[src/rtl/iter_div_unit_pkg.sv]
// Shared constants for the iterative divider: FSM encodings and the
// parameter legality check used at elaboration time.
package iter_div_unit_pkg;

    localparam logic [1:0] IDV_IDLE = 2'd0;
    localparam logic [1:0] IDV_ITER = 2'd1;
    localparam logic [1:0] IDV_FIX  = 2'd2;
    localparam logic [1:0] IDV_DONE = 2'd3;

    function automatic bit idv_spc_legal(input int width, input int spc);
        return ((spc == 1) || (spc == 2) || (spc == 4)) &&
               ((width % spc) == 0) && (width >= 4) && ((width % 2) == 0);
    endfunction

endpackage

[src/rtl/iter_div_unit_div_iter_step.sv]
// Combinational block performing SPC restoring-division steps on a
// WIDTH+1 bit partial remainder.
module div_iter_step #(
    parameter int WIDTH = 32,
    parameter int SPC   = 1
) (
    input  logic [WIDTH:0]   rem_i,
    input  logic [WIDTH-1:0] dvd_i,
    input  logic [WIDTH-1:0] dvs_i,
    output logic [WIDTH:0]   rem_o,
    output logic [SPC-1:0]   q_o
);

    logic [WIDTH:0]   r;
    logic [WIDTH+1:0] diff;

    // The extra MSB of diff is the borrow of the trial subtraction.
    always_comb begin
        r    = rem_i;
        diff = '0;
        q_o  = '0;
        for (int i = 0; i < SPC; i++) begin
            r    = {r[WIDTH-1:0], dvd_i[WIDTH-1-i]};
            diff = {1'b0, r} - {2'b00, dvs_i};
            q_o[SPC-1-i] = ~diff[WIDTH+1];
            if (!diff[WIDTH+1]) begin
                r = diff[WIDTH:0];
            end
        end
        rem_o = r;
    end

endmodule

[src/rtl/iter_div_unit.sv]
// Multi-cycle signed/unsigned integer divider with valid/ready handshakes,
// tag pass-through and a synchronous cancel for pipeline flushes.
module iter_div_unit
    import iter_div_unit_pkg::*;
#(
    parameter int WIDTH = 32,
    parameter int SPC   = 1,
    parameter int TAG_W = 5
) (
    input  logic             clk,
    input  logic             resetn,
    input  logic             cancel,
    input  logic             in_valid,
    output logic             in_ready,
    input  logic             in_signed,
    input  logic [WIDTH-1:0] in_dividend,
    input  logic [WIDTH-1:0] in_divisor,
    input  logic [TAG_W-1:0] in_tag,
    output logic             out_valid,
    input  logic             out_ready,
    output logic [WIDTH-1:0] out_quotient,
    output logic [WIDTH-1:0] out_remainder,
    output logic             out_div_zero,
    output logic [TAG_W-1:0] out_tag,
    output logic             busy
);

    localparam int STEPS = WIDTH / SPC;
    localparam int CNT_W = (STEPS > 1) ? $clog2(STEPS) : 1;
    localparam logic [CNT_W-1:0] CNT_INIT = CNT_W'(STEPS - 1);

    if (!idv_spc_legal(WIDTH, SPC)) begin : g_bad_param
        $error("iter_div_unit: illegal WIDTH/SPC combination");
    end

    logic [1:0]       state_q, state_d;
    logic [CNT_W-1:0] cnt_q, cnt_d;
    logic [WIDTH:0]   rem_q, rem_d;
    logic [WIDTH-1:0] dvd_q, dvd_d;
    logic [WIDTH-1:0] dvs_q, dvs_d;
    logic             q_neg_q, q_neg_d;
    logic             r_neg_q, r_neg_d;
    logic             zero_q, zero_d;
    logic [TAG_W-1:0] tag_q, tag_d;
    logic [WIDTH-1:0] out_quo_q, out_quo_d;
    logic [WIDTH-1:0] out_rem_q, out_rem_d;
    logic             out_dz_q, out_dz_d;
    logic [TAG_W-1:0] out_tag_q, out_tag_d;

    logic [WIDTH:0]   step_rem;
    logic [SPC-1:0]   step_q;
    logic             fire;
    logic             dvd_neg, dvs_neg, dvs_zero;
    logic [WIDTH-1:0] abs_dvd, abs_dvs;
    logic [WIDTH-1:0] fix_quo, fix_rem;

    div_iter_step #(
        .WIDTH (WIDTH),
        .SPC   (SPC)
    ) u_step (
        .rem_i (rem_q),
        .dvd_i (dvd_q),
        .dvs_i (dvs_q),
        .rem_o (step_rem),
        .q_o   (step_q)
    );

    assign in_ready      = !cancel && ((state_q == IDV_IDLE) ||
                                       ((state_q == IDV_DONE) && out_ready));
    assign fire          = in_valid && in_ready;
    assign out_valid     = (state_q == IDV_DONE);
    assign busy          = (state_q != IDV_IDLE);
    assign out_quotient  = out_quo_q;
    assign out_remainder = out_rem_q;
    assign out_div_zero  = out_dz_q;
    assign out_tag       = out_tag_q;

    assign dvd_neg  = in_signed && in_dividend[WIDTH-1];
    assign dvs_neg  = in_signed && in_divisor[WIDTH-1];
    assign dvs_zero = (in_divisor == '0);
    assign abs_dvd  = dvd_neg ? -in_dividend : in_dividend;
    assign abs_dvs  = dvs_neg ? -in_divisor  : in_divisor;

    // After the last step dvd_q holds the quotient magnitude, rem_q the remainder.
    assign fix_quo = q_neg_q ? -dvd_q : dvd_q;
    assign fix_rem = (r_neg_q && (rem_q[WIDTH-1:0] != '0)) ? -rem_q[WIDTH-1:0]
                                                           : rem_q[WIDTH-1:0];

    always_comb begin
        state_d   = state_q;
        cnt_d     = cnt_q;
        rem_d     = rem_q;
        dvd_d     = dvd_q;
        dvs_d     = dvs_q;
        q_neg_d   = q_neg_q;
        r_neg_d   = r_neg_q;
        zero_d    = zero_q;
        tag_d     = tag_q;
        out_quo_d = out_quo_q;
        out_rem_d = out_rem_q;
        out_dz_d  = out_dz_q;
        out_tag_d = out_tag_q;

        case (state_q)
            IDV_ITER: begin
                rem_d = step_rem;
                dvd_d = (dvd_q << SPC) | WIDTH'(step_q);
                if (cnt_q == '0) begin
                    state_d = IDV_FIX;
                end else begin
                    cnt_d = cnt_q - CNT_W'(1);
                end
            end
            IDV_FIX: begin
                out_quo_d = zero_q ? '1 : fix_quo;
                out_rem_d = zero_q ? dvd_q : fix_rem;
                out_dz_d  = zero_q;
                out_tag_d = tag_q;
                state_d   = IDV_DONE;
            end
            IDV_DONE: begin
                if (out_ready) begin
                    state_d = IDV_IDLE;
                end
            end
            default: ;
        endcase

        // A zero divisor keeps the raw dividend so it can be returned untouched.
        if (fire) begin
            state_d = dvs_zero ? IDV_FIX : IDV_ITER;
            cnt_d   = CNT_INIT;
            rem_d   = '0;
            dvd_d   = dvs_zero ? in_dividend : abs_dvd;
            dvs_d   = abs_dvs;
            q_neg_d = dvd_neg ^ dvs_neg;
            r_neg_d = dvd_neg;
            zero_d  = dvs_zero;
            tag_d   = in_tag;
        end

        if (cancel) begin
            state_d = IDV_IDLE;
        end
    end

    always_ff @(posedge clk) begin
        if (!resetn) begin
            state_q   <= IDV_IDLE;
            cnt_q     <= '0;
            rem_q     <= '0;
            dvd_q     <= '0;
            dvs_q     <= '0;
            q_neg_q   <= 1'b0;
            r_neg_q   <= 1'b0;
            zero_q    <= 1'b0;
            tag_q     <= '0;
            out_quo_q <= '0;
            out_rem_q <= '0;
            out_dz_q  <= 1'b0;
            out_tag_q <= '0;
        end else begin
            state_q   <= state_d;
            cnt_q     <= cnt_d;
            rem_q     <= rem_d;
            dvd_q     <= dvd_d;
            dvs_q     <= dvs_d;
            q_neg_q   <= q_neg_d;
            r_neg_q   <= r_neg_d;
            zero_q    <= zero_d;
            tag_q     <= tag_d;
            out_quo_q <= out_quo_d;
            out_rem_q <= out_rem_d;
            out_dz_q  <= out_dz_d;
            out_tag_q <= out_tag_d;
        end
    end

endmodule

[config.mk]
export PLATFORM = sky130hd
export DESIGN_NAME = iter_div_unit
export DESIGN_NICKNAME = d
export VERILOG_FILES = /design/src/rtl/iter_div_unit_pkg.sv /design/src/rtl/iter_div_unit_div_iter_step.sv /design/src/rtl/iter_div_unit.sv
export SDC_FILE = /design/constraint.sdc
export NUM_CORES = 1
export LEC_CHECK = 0
export CORE_ASPECT_RATIO = 1.75
export CORE_MARGIN = 3
export CORE_UTILIZATION = 40
export CTS_BUF_LIST = sky130_fd_sc_hd__clkbuf_8 sky130_fd_sc_hd__clkbuf_16
export DETAILED_ROUTE_END_ITERATION = 8
export GPL_TIMING_DRIVEN = 0
export PLACE_DENSITY = 0.59
export SLEW_MARGIN = 20
export SYNTH_ARGS = -nofsm -noshare
export SYNTH_HDL_FRONTEND = slang
export SYNTH_SLANG_ARGS = --single-unit
[constraint.sdc]
create_clock -name clk -period 5.3 [get_ports clk]
set_clock_uncertainty 0.1 [all_clocks]
set_input_delay 1.06 -clock clk [delete_from_list [all_inputs] [get_ports clk]]
set_output_delay 1.06 -clock clk [all_outputs]
set_load 0.005 [all_outputs]
## Word level (Yosys, flattened, before mapping)

Index checks and enable logic that the tools add are counted.

| cells by class | value |
|---|---|
| bitwise operators | 4 |
| multiplexer cells | 18 |
| $add $sub $neg | 6 |
| eq/ne operators | 6 |
| reduce and logical (&&, ||, !) cells | 19 |

Operator list:

| kind | number |
|---|---|
| 32-bit two-way mux | 10 |
| 32-bit negator | 4 |
| 33-bit by 32-bit subtractor with 34-bit output | 1 |
| 32-bit logical NOT | 1 |
| 32-bit by 1-bit bitwise OR with 32-bit output | 1 |
| 32-bit nonzero test | 1 |
| 5-bit two-way mux | 3 |
| 2-bit two-way mux | 4 |
| 1-bit logical AND | 6 |
| 2-bit case mux with 3 select lines | 1 |
| 5-bit logical NOT | 1 |
| 5-bit by 1-bit subtractor with 5-bit output (second input constant) | 1 |
| 2-bit equality test (second input constant) | 2 |
| 2-bit nonzero test | 2 |
| 4-bit nonzero test | 1 |
| 2-bit OR reduction | 2 |
| 3-bit by 1-bit != test with 1-bit output (second input constant) | 1 |
| 3-bit != test (second input constant) | 1 |
| 3-bit AND reduction | 1 |
| 2-bit by 1-bit equality test with 1-bit output (second input constant) | 1 |
| 2-bit logical NOT | 1 |
| 2-bit != test (second input constant) | 1 |
| 1-bit inverter | 2 |
| 2-bit AND reduction | 1 |
| other kinds (3) | 3 |

| storage, ports and cells | value |
|---|---|
| output and inout bits | 73 |
| bits of input ports | 75 |
| flip-flop bits (word level) | 181 |

## Logic depth before layout (Yosys ltp)

| logic depth | value |
|---|---|
| word-level depth | 7 |
| gate-level depth with buffers | 14 |

## Modules after synthesis

From an unflattened synthesis, not the netlist that was laid out.

| second synthesis, totals | value |
|---|---|
| cell total of the unflattened synthesis | 1518 |
| area, all modules | 11975.2 um^2 |

Modules (own cells, without submodules):

| module | area an instance (um^2) | instances | cells each | sequential area each (um^2) |
|---|---|---|---|---|
| iter_div_unit | 9596.7 | 1 | 1148 | 3643.5 |
| div_iter_step | 2378.5 | 1 | 370 | 0.0 |

## Worst setup path before layout

Ideal clock, no wire load.

| path | value |
|---|---|
| kind | input-to-reg |
| start | in in_dividend[16] |
| end | reg dvd_q[28] |
| data required time | 5.114 ns |
| library setup time | 0.086 ns |
| cell stages on the path | 8 |
| setup slack | 1.851 ns |
| arrival time | 3.264 ns |
| cells stage by stage | or4_1 > or3_4 > or4_1 > or2_1 > nand2b_4 > o31ai_2 > xor2_1 > a211oi_1 |

| on the way | value |
|---|---|
| cells in the longest elaborated chain, start to end | 4 |

RTL lines:

| item | line | source |
|---|---|---|
| start: declaration | iter_div_unit.sv:16 | `input logic [WIDTH-1:0] in_dividend,` |
| 32-bit negator | iter_div_unit.sv:81 | `assign abs_dvd = dvd_neg ? -in_dividend : in_dividend;` |
| 32-bit two-way mux | iter_div_unit.sv:81 |  |
| 32-bit two-way mux | iter_div_unit.sv:134 | `dvd_d = dvs_zero ? in_dividend : abs_dvd;` |
| 32-bit two-way mux | iter_div_unit.sv:130 | `if (fire) begin` |
| end signal: assignment | iter_div_unit.sv:166 | `dvd_q <= dvd_d;` |
| end: declaration | iter_div_unit.sv:39 | `logic [WIDTH-1:0] dvd_q, dvd_d;` |

No other way between the ends.
A chain may end at the register's enable or synchronous reset.

## Worst setup path after layout

| path | value |
|---|---|
| start | in in_divisor[0] |
| end | reg dvd_q[24] |

| on the way | value |
|---|---|
| cells in the longest elaborated chain, start to end | 3 |

RTL lines:

| item | line | source |
|---|---|---|
| start: declaration | iter_div_unit.sv:17 | `input logic [WIDTH-1:0] in_divisor,` |
| 32-bit logical NOT | iter_div_unit.sv:80 | `assign dvs_zero = (in_divisor == '0);` |
| 32-bit two-way mux | iter_div_unit.sv:134 |  |
| 32-bit two-way mux | iter_div_unit.sv:130 |  |

No other way between the ends.

==> flow_metrics.tcl <==
set metrics [dict create \
    grt_pass1_wl_um 63450 \
    clkTransAtPathRegs_ns 0.07 \
    boundaryPins 148 \
    fin_crit_sh 0.7899 \
    syn-num-nets 1590 \
    p_leak_nw 5.094 \
    n_fill_cell 2818 \
    max_clock_freq_ghz 0.2389 \
    r2r_slack_ns 1.33 \
    finalWirelength_um 41910 \
    hold_path.class "flip-flop to flip-flop" \
    cts_tree "built" \
    syn-cell-area_mm2 0.01159 \
    arrival_ns 4.39 \
    worst-r2r-cell-count 12 \
    hpwl_um 34360 \
    first_pass_iters 7 \
    core_mm2 0.02828 \
    setup_tns_ns 0 \
    cts_resized 0 \
    synth_edf_count 0 \
    tightest_slew_ns 0.9243 \
    drive_gt1_frac 0.03639 \
    powerDensity_mw_per_mm2 259.4 \
    critPathCaptureType "flip-flop" \
    grt_overflow 0 \
    slew_viol_final 0 \
    fp-row-count 81 \
    grt.total_usage 0.2664 \
    antenna_found_initial 0 \
    maxCapViolations 0 \
    status "completed" \
    ys_types 67 \
    ant_nets 0 \
    ys_seq_area_frac 0.3127 \
    clk_path_buf_depth 2 \
    cts_setup_buffers 0 \
    area_growth_pct 21.46 \
    start_kind "primary input" \
    hold_viol_final 0 \
    gp_congestion 0.9324 \
    cts-root-buf "clkbuf_16" \
    critical_path.startpoint "in_divisor[0]" \
    gr-usage-met1 0.2653 \
    busiest_layer "met2" \
    portBuffers 146 \
    min_period_ns 4.186 \
    cts_sinks 181 \
    avgSynthCellArea_um2 7.877 \
    initial_core_util 0.4098 \
    dieArea_mm2 0.03113 \
    grt_pass1_vias 11133 \
    criticalPathCategory "primary input to flip-flop" \
    synth_seq_cells 181 \
    async_flop_share 0 \
    cp_max_fo 10 \
    layout_common_cells "dfxtp_1 (181), clkdlybuf4s50_1 (146), a21oi_1 (129), nand2_1 (125), nor2_1 (120)" \
    ys_warn_count 0 \
    die_h_um 231.2 \
    num-nets-final 1755 \
    synthFlopType "dfxtp_1" \
    cp-endpoint "dvd_q[24]" \
    maxSlewHeadroom 0.3838 \
    r2r_start "dvd_q[31]" \
    regArea_mm2 0.003623 \
    clkLatencyLatePin_ns 0.46 \
    r2r_end "rem_q[24]" \
    num_antenna_cells 0 \
    whs_ns 0.3563 \
    final_common_cell "dfxtp_1" \
    cts-htree-levels 4 \
    vdd_ir_drop_max_uv 220.3 \
    vias_per_cell 5.640 \
    multi_input_area_mm2 0.007327 \
    use_met3 0.03432 \
    numCtsBuffers 17 \
    rsz0062_at_grt "false" \
    final_util 0.4977 \
    fp.dieW_um 134.7 \
    met2_usage 0.5045 \
    drt_iter0_drc 541 \
    cts_hold_buf 0 \
    cp.required_ns 5.51 \
    synthCells 1471 \
    vias 11405 \
    grt_start_max_net_pins 19 \
    drc 0 \
    setup_viol 0 \
    post_drt_wl_per_cell_um 20.73 \
]
[layer usage]
metal | part of all wire | up-vias
met4 | 0.073 | 0
met2 | 0.54 | 355
li1 | - | 5612
met1 | 0.35 | 5313
met3 | 0.035 | 125
met5 | 0 | -
[how the worst min path moves through the flow]
| stage | cells after the start | startpoint | end | slack (ns) |
|---|---|---|---|---|
| 2_1_floorplan | 2 | dvs_q[31] | dvs_q[31] | 0.33 |
| 5_1_grt | 2 | tag_q[1] | tag_q[1] | 0.38 |
| 4_1_cts | 2 | tag_q[1] | tag_q[1] | 0.36 |
| 3_5_place_dp | 2 | tag_q[1] | tag_q[1] | 0.35 |
| 6_report | 2 | tag_q[1] | tag_q[1] | 0.36 |
| 3_3_place_gp | 2 | tag_q[0] | tag_q[0] | 0.34 |
[stage by stage]
step	worst slack [ns]	total power [mW]	instances	cell area, µm²
floorplan	1.851	2.104	1471	11590
global placement	0.6519	2.427	1990	13520
detailed placement	0.6077	2.433	1990	13520
CTS	1.099	3.664	2022	14070
global route	0.8663	3.820	2022	14070
finish	1.114	3.651	2022	14070
[kinds of logic after synthesis]
| kind of cell | count (synthesis) | share of synthesized area |
|---|---|---|
| DFF | 181 | 0.3127 |
| adders and majority gates | 44 | 0.04816 |
| buffers and inverters | 165 | 0.05496 |
| xor gates and xnor gates | 142 | 0.1073 |
| muxes | 22 | 0.01911 |
| and+or+nand+nor | 435 | 0.1878 |
| AOI/OAI and AO/OA | 482 | 0.2700 |
[cell usage after synthesis, types with 5 or more instances]
library cell  instances  area share
o31ai_1              18       0.012
xor2_1               81       0.061
a21oi_1             129       0.056
a31oi_1              13      0.0070
nand2b_1             11      0.0059
nand3_1              24       0.010
nor2_1              120       0.039
xnor2_1              61       0.046
mux2i_1              21       0.018
and2_1                5      0.0027
nor3b_1               5      0.0032
nor3_1               17      0.0073
o31ai_2               7      0.0076
dfxtp_1             181        0.31
o211ai_1             12      0.0078
or4_1                14      0.0091
a21o_1                7      0.0045
inv_1                71       0.023
a211oi_1            103       0.067
nor2b_1              42       0.023
o21ai_0              90       0.039
ha_1                 43       0.046
and3_1                7      0.0038
or3_1                12      0.0065
a311oi_1             12      0.0091
o21ai_1              32       0.014
nor4_1               10      0.0054
o21a_1                8      0.0052
nand2_1             125       0.040
o211a_1               7      0.0060
nand3b_1             23       0.015
o41ai_1              17       0.013
clkbuf_1             86       0.028
[where the power goes]
part | internal (mW) | total, mW | switching (mW)
sequential | 1.42 | 1.49 | 0.0761
clock | 0.619 | 1.24 | 0.623
combinational | 0.365 | 0.916 | 0.551
total | 2.40 | 3.65 | 1.25
[worst max-delay path: stages]
cell	delay, ns
clkdlybuf4s50_1	0.46
inv_1	0.09
ha_1	0.16
nor3b_1	0.53
nand2_1	0.34
nor3_1	0.26
nand2_1	0.18
and3_1	0.23
clkbuf_1	0.21
clkbuf_1	0.29
o31ai_1	0.15
xor2_1	0.31
a211oi_1	0.12
[sequential cells by signal (all words and copies together), names as in the netlist]
| register | count |
|---|---|
| out_quotient | 32 |
| rem_q | 32 |
| zero_q | 1 |
| q_neg_q | 1 |
| out_remainder | 32 |
| dvd_q | 32 |
| tag_q | 5 |
| out_tag | 5 |
| out_div_zero | 1 |
| r_neg_q | 1 |
| state_q | 2 |
| dvs_q | 32 |
| cnt_q | 5 |
[area by class of cell]
type                       instances  area share
buffer                            94     0.02632
clock buffer                      17     0.03023
clock inverter                    15    0.009424
inverter                          71     0.01894
multi-input combinational       1125      0.5206
sequential                       181      0.2575
tap                              373     0.03316
timing repair buffer             146      0.1038
Note: power is estimated with default switching activity, not from simulation.
